## config.mk

```make
export PLATFORM = sky130hd
export DESIGN_NAME = tdm_mux4_tx
export DESIGN_NICKNAME = d
export VERILOG_FILES = /design/src/rtl/tdm_mux4_tx.sv
export SDC_FILE = /design/constraint.sdc
export NUM_CORES = 1
export LEC_CHECK = 0
export ABC_AREA = 1
export CORE_MARGIN = 5
export CORE_UTILIZATION = 35
export CTS_CLUSTER_SIZE = 30
export DETAILED_ROUTE_END_ITERATION = 8
export PLACE_DENSITY = 0.57
export SYNTH_ARGS = -nofsm -noshare
export SYNTH_HDL_FRONTEND = slang
export SYNTH_SLANG_ARGS = --single-unit
```

## constraint.sdc

```tcl
create_clock -name i_clk -period 1.3 [get_ports i_clk]
set_input_delay 0.195 -clock i_clk [delete_from_list [all_inputs] [get_ports i_clk]]
set_output_delay 0.195 -clock i_clk [all_outputs]
set_load 0.05 [all_outputs]
```

## src/rtl/tdm_mux4_tx.sv

```systemverilog
// Transmit end of a 1-to-4 select-routed link: captures a channel word and
// serialises it one slot at a time as a data bit plus its 2-bit select code.
module tdm_mux4_tx #(
  parameter int CHANNELS    = 4,
  parameter int HOLD_CYCLES = 1,
  parameter int HOLD_W      = 4
) (
  input  logic                i_clk,
  input  logic                i_rst,
  input  logic                i_start,
  input  logic [CHANNELS-1:0] i_data,
  output logic                o_vout,
  output logic                o_a,
  output logic                o_b,
  output logic                o_en,
  output logic                o_sync,
  output logic                o_busy,
  output logic                o_done
);

  typedef enum logic [1:0] {
    ST_IDLE = 2'd0,
    ST_SEND = 2'd1,
    ST_DONE = 2'd2
  } state_t;

  localparam logic [HOLD_W-1:0] HOLD_LAST = HOLD_W'(HOLD_CYCLES - 1);
  localparam logic [1:0]        SLOT_LAST = 2'(CHANNELS - 1);

  state_t              state_q, state_d;
  logic [1:0]          slot_q, slot_d;
  logic [HOLD_W-1:0]   hold_q, hold_d;
  logic [CHANNELS-1:0] data_q, data_d;

  logic [3:0] data_pad_s;
  logic       send_s;
  logic       vout_d, a_d, b_d, en_d, sync_d, busy_d, done_d;
  logic       vout_q, a_q, b_q, en_q, sync_q, busy_q, done_q;

  // Frame sequencing: capture, slot/hold stepping and the DONE turnaround.
  always_comb begin
    state_d = state_q;
    slot_d  = slot_q;
    hold_d  = hold_q;
    data_d  = data_q;
    case (state_q)
      ST_IDLE, ST_DONE: begin
        slot_d = 2'd0;
        hold_d = '0;
        if (i_start) begin
          data_d  = i_data;
          state_d = ST_SEND;
        end else begin
          state_d = ST_IDLE;
        end
      end
      ST_SEND: begin
        if (hold_q == HOLD_LAST) begin
          hold_d = '0;
          if (slot_q == SLOT_LAST) begin
            state_d = ST_DONE;
          end else begin
            slot_d = slot_q + 2'd1;
          end
        end else begin
          hold_d = hold_q + HOLD_W'(1);
        end
      end
      default: begin
        state_d = ST_IDLE;
        slot_d  = 2'd0;
        hold_d  = '0;
      end
    endcase
  end

  // Outputs are precomputed from next state so they leave on flops aligned with it.
  always_comb begin
    data_pad_s                 = 4'd0;
    data_pad_s[CHANNELS-1:0]   = data_d;
    send_s = (state_d == ST_SEND);
    vout_d = send_s & data_pad_s[slot_d];
    a_d    = send_s & slot_d[1];
    b_d    = send_s & slot_d[0];
    en_d   = send_s;
    busy_d = send_s;
    sync_d = send_s && (slot_d == 2'd0) && (hold_d == '0);
    done_d = (state_d == ST_DONE);
  end

  // State and output registers with synchronous reset.
  always_ff @(posedge i_clk) begin
    if (i_rst) begin
      state_q <= ST_IDLE;
      slot_q  <= 2'd0;
      hold_q  <= '0;
      data_q  <= '0;
      vout_q  <= 1'b0;
      a_q     <= 1'b0;
      b_q     <= 1'b0;
      en_q    <= 1'b0;
      sync_q  <= 1'b0;
      busy_q  <= 1'b0;
      done_q  <= 1'b0;
    end else begin
      state_q <= state_d;
      slot_q  <= slot_d;
      hold_q  <= hold_d;
      data_q  <= data_d;
      vout_q  <= vout_d;
      a_q     <= a_d;
      b_q     <= b_d;
      en_q    <= en_d;
      sync_q  <= sync_d;
      busy_q  <= busy_d;
      done_q  <= done_d;
    end
  end

  assign o_vout = vout_q;
  assign o_a    = a_q;
  assign o_b    = b_q;
  assign o_en   = en_q;
  assign o_sync = sync_q;
  assign o_busy = busy_q;
  assign o_done = done_q;

endmodule

```

==> After elaboration in Yosys (flattened, before gate mapping) <==
Cells that the tools add are included.
{ "op_classes": {"n_addsub": 2, "magnitude_cmp": 1, "eq_ne": 5, "n_mux": 13, "n_bitwise": 3, "reduce_logical": 7} }
{ "ops": {"columns": ["op", "count"], "rows": [
  ["4-bit two-way mux", 4],
  ["2-bit two-way mux", 5],
  ["4-bit zero test", 2],
  ["2-bit == test, second input constant", 3],
  ["4-bit by 1-bit adder with 4-bit output, second input constant", 1],
  ["2-bit by 1-bit == test with 1-bit output, second input constant", 2],
  ["2-bit zero test", 2],
  ["2-bit one-hot mux with 2 select lines", 1],
  ["1-bit bitwise AND", 3],
  ["2-bit by 3-bit < comparator with 1-bit output, second input constant", 1],
  ["2-bit by 1-bit adder with 2-bit output, second input constant", 1],
  ["1-bit binary-select mux with 2-bit select", 1],
  ["1-bit logical AND", 2],
  ["1-bit two-way mux", 2],
  ["2-bit OR reduction", 1]
]} }
{ "word_totals": {"reg_bits": 18, "elab_cells": 41} }

==> Depth between registers and ports, before layout <==
{ "logic_depth": {"ltp_word": 7, "depth_mapped": 10, "ltp_nobuf": 10} }

==> Worst setup path after synthesis <==
No wires, ideal clock.
{ "synth_timing": {"path_type": "flip-flop to flip-flop", "startpoint": "register hold_q[0]", "endpoint": "register vout_q (netlist: o_vout)", "setup_time_ns": 0.114, "t_arrival_ns": 1.088, "setup_slack_ns": 0.098, "stages_incl_launch_ff": 11, "cell_sequence": "dfxtp_1 > inv_1 > ha_1 > nand2_2 > nand2_2 > nand2_2 > nand2_2 > nand2_1 > nand3_1 > nand2_1 > nor2_2"} }
{ "synth_between": {"elab_chain_cells": 6} }
{ "synth_lines": {"columns": ["element", "line", "source"], "rows": [
  ["from (decl)", "32", "logic [HOLD_W-1:0] hold_q, hold_d;"],
  ["from (signal assigned)", "108", "hold_q <= hold_d;"],
  ["4-bit zero test *", "58", "if (hold_q == HOLD_LAST) begin"],
  ["2-bit two-way mux", "58", null],
  ["2-bit two-way mux", "46", "case (state_q)"],
  ["1-bit binary-select mux with 2-bit select", "82", "vout_d = send_s & data_pad_s[slot_d];"],
  ["1-bit two-way mux (not written as such)", "82", null],
  ["1-bit bitwise AND *", "82", null],
  ["to (signal assigned)", "110", "vout_q <= vout_d;"],
  ["to (decl)", "38", "logic vout_q, a_q, b_q, en_q, sync_q, busy_q, done_q;"]
]} }
Mark *: on every way between the ends. The rest lies on a longest branch, timed or not. The select of a mux whose other input is x is not followed.
A chain may end at the register's enable or synchronous reset.

==> Final worst setup path <==
{ "layout_timing": {"startpoint": "register hold_q[1]", "endpoint": "register sync_q (netlist: o_sync)"} }
{ "layout_between": {"elab_chain_cells": 6} }
{ "layout_lines": {"columns": ["element", "line", "source"], "rows": [
  ["branches (longest 5 deep; another with 4-bit by 1-bit adder with 4-bit output)", null, null],
  ["1-bit logical AND *", "87", "sync_d = send_s && (slot_d == 2'd0) && (hold_d == '0);"],
  ["to (signal assigned)", "114", "sync_q <= sync_d;"],
  ["to (decl)", "38", null]
]} }
Mark *: on every way between the ends.

==> flow_metrics.tcl <==
set metrics [dict create \
    slew_headroom_pct 85.2 \
    cp_max_fo 3 \
    clk_pin_slew_worst_paths_ns 0.10 \
    antenna_found_initial 0 \
    startpoint "hold_q[1]" \
    ant_nets 0 \
    clock_sinks 18 \
    dpl_cell_area_sq_um 1060 \
    cts_max_path_buffers 2 \
    ios 14 \
    firstDrtPassIters 2 \
    layout_common_cells "16 x nand2_1, 16 x dfxtp_1, 12 x nor2_1, 11 x buf_4, 8 x nand3_1" \
    min_path_cells 3 \
    synth_seq_area_share_pct 46.2 \
    syn_inst 97 \
    clockRootBuffer "clkbuf_4" \
    num_rows 17 \
    r2r_start "hold_q[1]" \
    status "finished, final reports clean" \
    critPathLaunchType "flip-flop" \
    fin_crit_ns 1.22 \
    core_sq_um 2170 \
    skew_ns 0.000835 \
    vias_per_cell 4.37 \
    worst_slew_pin_slew_ns 0.220 \
    die_width_um 57.2 \
    cap_violations 0 \
    yosys_register_bits 18 \
    grt_max_degree 11 \
    hold_viol_final 0 \
    worstPathRequired_ns 1.55 \
    r2r_slack_ns 0.08 \
    crit_arrival_ns 1.46 \
    cts_inserted_buffers 3 \
    grt_pass1_wl_um 2830 \
    cts.htree.levels 1 \
    r2r_cells 8 \
    gr-total-overflow 0 \
    final_min_period_over_clock_period_pct 93.7 \
    syn_area_per_cell_sq_um 8.04 \
    dr.first_iter.drc_count 4 \
    vias 664 \
    wirelength_um 1600 \
    fin_cells 152 \
    finalSetupViolCount 0 \
    drc_errors 0 \
    dieArea_sq_um 3270 \
    cp-end-kind "flip-flop" \
    drive_above_1_share_pct 41.1 \
    design_power_total_mw 1.18 \
    yosysWarnings 0 \
    clock.fmax_ghz 0.821 \
    io_buffers 13 \
    nNetsFinal 134 \
    crit_path_end "o_sync" \
    syn_to_final_growth_pct 51.7 \
    n_antenna_cell 0 \
    gp_congestion 0.723 \
    synthesis.nets 106 \
    start_util_pct 35.9 \
    clock_latency_ns 0.29 \
    die_h_um 57.2 \
    reg2reg_to "o_sync" \
    p_leak_nw 0.509 \
    dpl.hpwl_um 1210 \
    fin_util_pct 54.5 \
    ir_drop_v 0.000873 \
    crit_type "flip-flop to flip-flop" \
    ys_types 25 \
    power.density_nw_per_um2 995 \
    maxSlewViolCount 0 \
    syn_area_sq_um 779 \
    hold_path.class "primary input to flip-flop" \
    final_cell_area_sq_um 1180 \
    routedWlPerCell_um 10.5 \
    grt_pass1_vias 680 \
    cts_tree "done" \
    grt_usage_pct 11.2 \
    dp_cells 144 \
]
-- cells in the mapped netlist, drive strengths merged --
cell | n | area [sq um]
o21a | 1 | 7.51
xnor2 | 1 | 8.76
clkbuf | 1 | 3.75
inv | 12 | 47.6
a21oi | 4 | 23.8
ha | 2 | 25.0
a21boi | 1 | 11.3
o21ai | 2 | 10.0
dfxtp | 18 | 360
nand2 | 23 | 104
xor2 | 1 | 8.76
nor3 | 2 | 10.0
nor2 | 19 | 105
nand4 | 1 | 6.26
nand3 | 8 | 40.0
buf | 1 | 7.51
-- layer usage --
layer | GRT usage, % | up-vias | part of all wire, % | wire length [um]
li1 | - | 357 | - | -
met1 | 12.2 | 293 | 43 | 682
met2 | 18.9 | 9 | 50 | 795
met3 | 3.17 | 5 | 4.8 | 77
met4 | 6.95 | 0 | 2.5 | 40
met5 | 0 | - | 0 | 0
-- critical path: stages (launching register included) --
cell,delay (ns)
dfxtp_2,0.35
buf_4,0.14
ha_4,0.15
xor2_1,0.14
nand2_2,0.07
nand2_1,0.06
nor2_2,0.12
nand2_2,0.06
nor2_2,0.08
-- timing repair --
item	in CTS	in global routing
hold buffers	0	0
resized for setup	0	15
setup endpoints to repair	0	5
setup buffers	0	4
-- how the worst min path moves through the flow --
| stage | startpoint | endpoint | slack [ns] |
|---|---|---|---|
| final | i_data[1] | data_q[1] | 0.50 |
| after global routing | i_data[1] | data_q[1] | 0.51 |
| after CTS | i_data[1] | data_q[1] | 0.49 |
| after detailed placement | hold_q[0] | hold_q[0] | 0.54 |
| after global placement | hold_q[0] | hold_q[0] | 0.53 |
| after floorplan | i_rst | data_q[3] | 0.26 |
-- logic make-up (layout without fill, tap and decap cells) --
logic type / count (synthesis) / in the layout / synth area share (%)
buffers and inverters: 14 / 41 / 7.54
AND/OR/NAND/NOR: 53 / 53 / 34.0
adder cells (fa/ha/maj): 2 / 2 / 3.21
XOR/XNOR: 2 / 2 / 2.25
AO/OA/AOI/OAI: 8 / 8 / 6.74
flip-flops: 18 / 18 / 46.2
-- stage by stage --
step	hold WS, ns	setup TNS (ns)	setup slack [ns]
6_report	0.501	0	0.0820
5_1_grt	0.508	-0.00800	-0.00800
4_1_cts	0.490	0	0.0186
3_5_place_dp	0.545	-0.323	-0.103
3_3_place_gp	0.527	-0.262	-0.0876
2_1_floorplan	0.264	0	0.0983
-- report_power, final --
group	internal, mW	total (mW)	switching, mW
clock	0.171	0.344	0.173
combinational	0.114	0.243	0.129
sequential	0.575	0.590	0.0157
-- layout make-up --
cell class                 count  area [sq um]
fill                         212           987
multi-input combinational     65           407
sequential                    18           363
timing repair buffer          25           294
inverter                      12          47.5
clock buffer                   4          36.3
tap                           28          35.0
-- state kept, by name (all words and copies together), names as in the netlist --
name / flops
data_q: 4
hold_q: 4
o_a: 1
o_b: 1
o_busy: 1
o_done: 1
o_sync: 1
o_vout: 1
slot_q: 2
state_q: 2
Power figures use the tool's default switching activity.
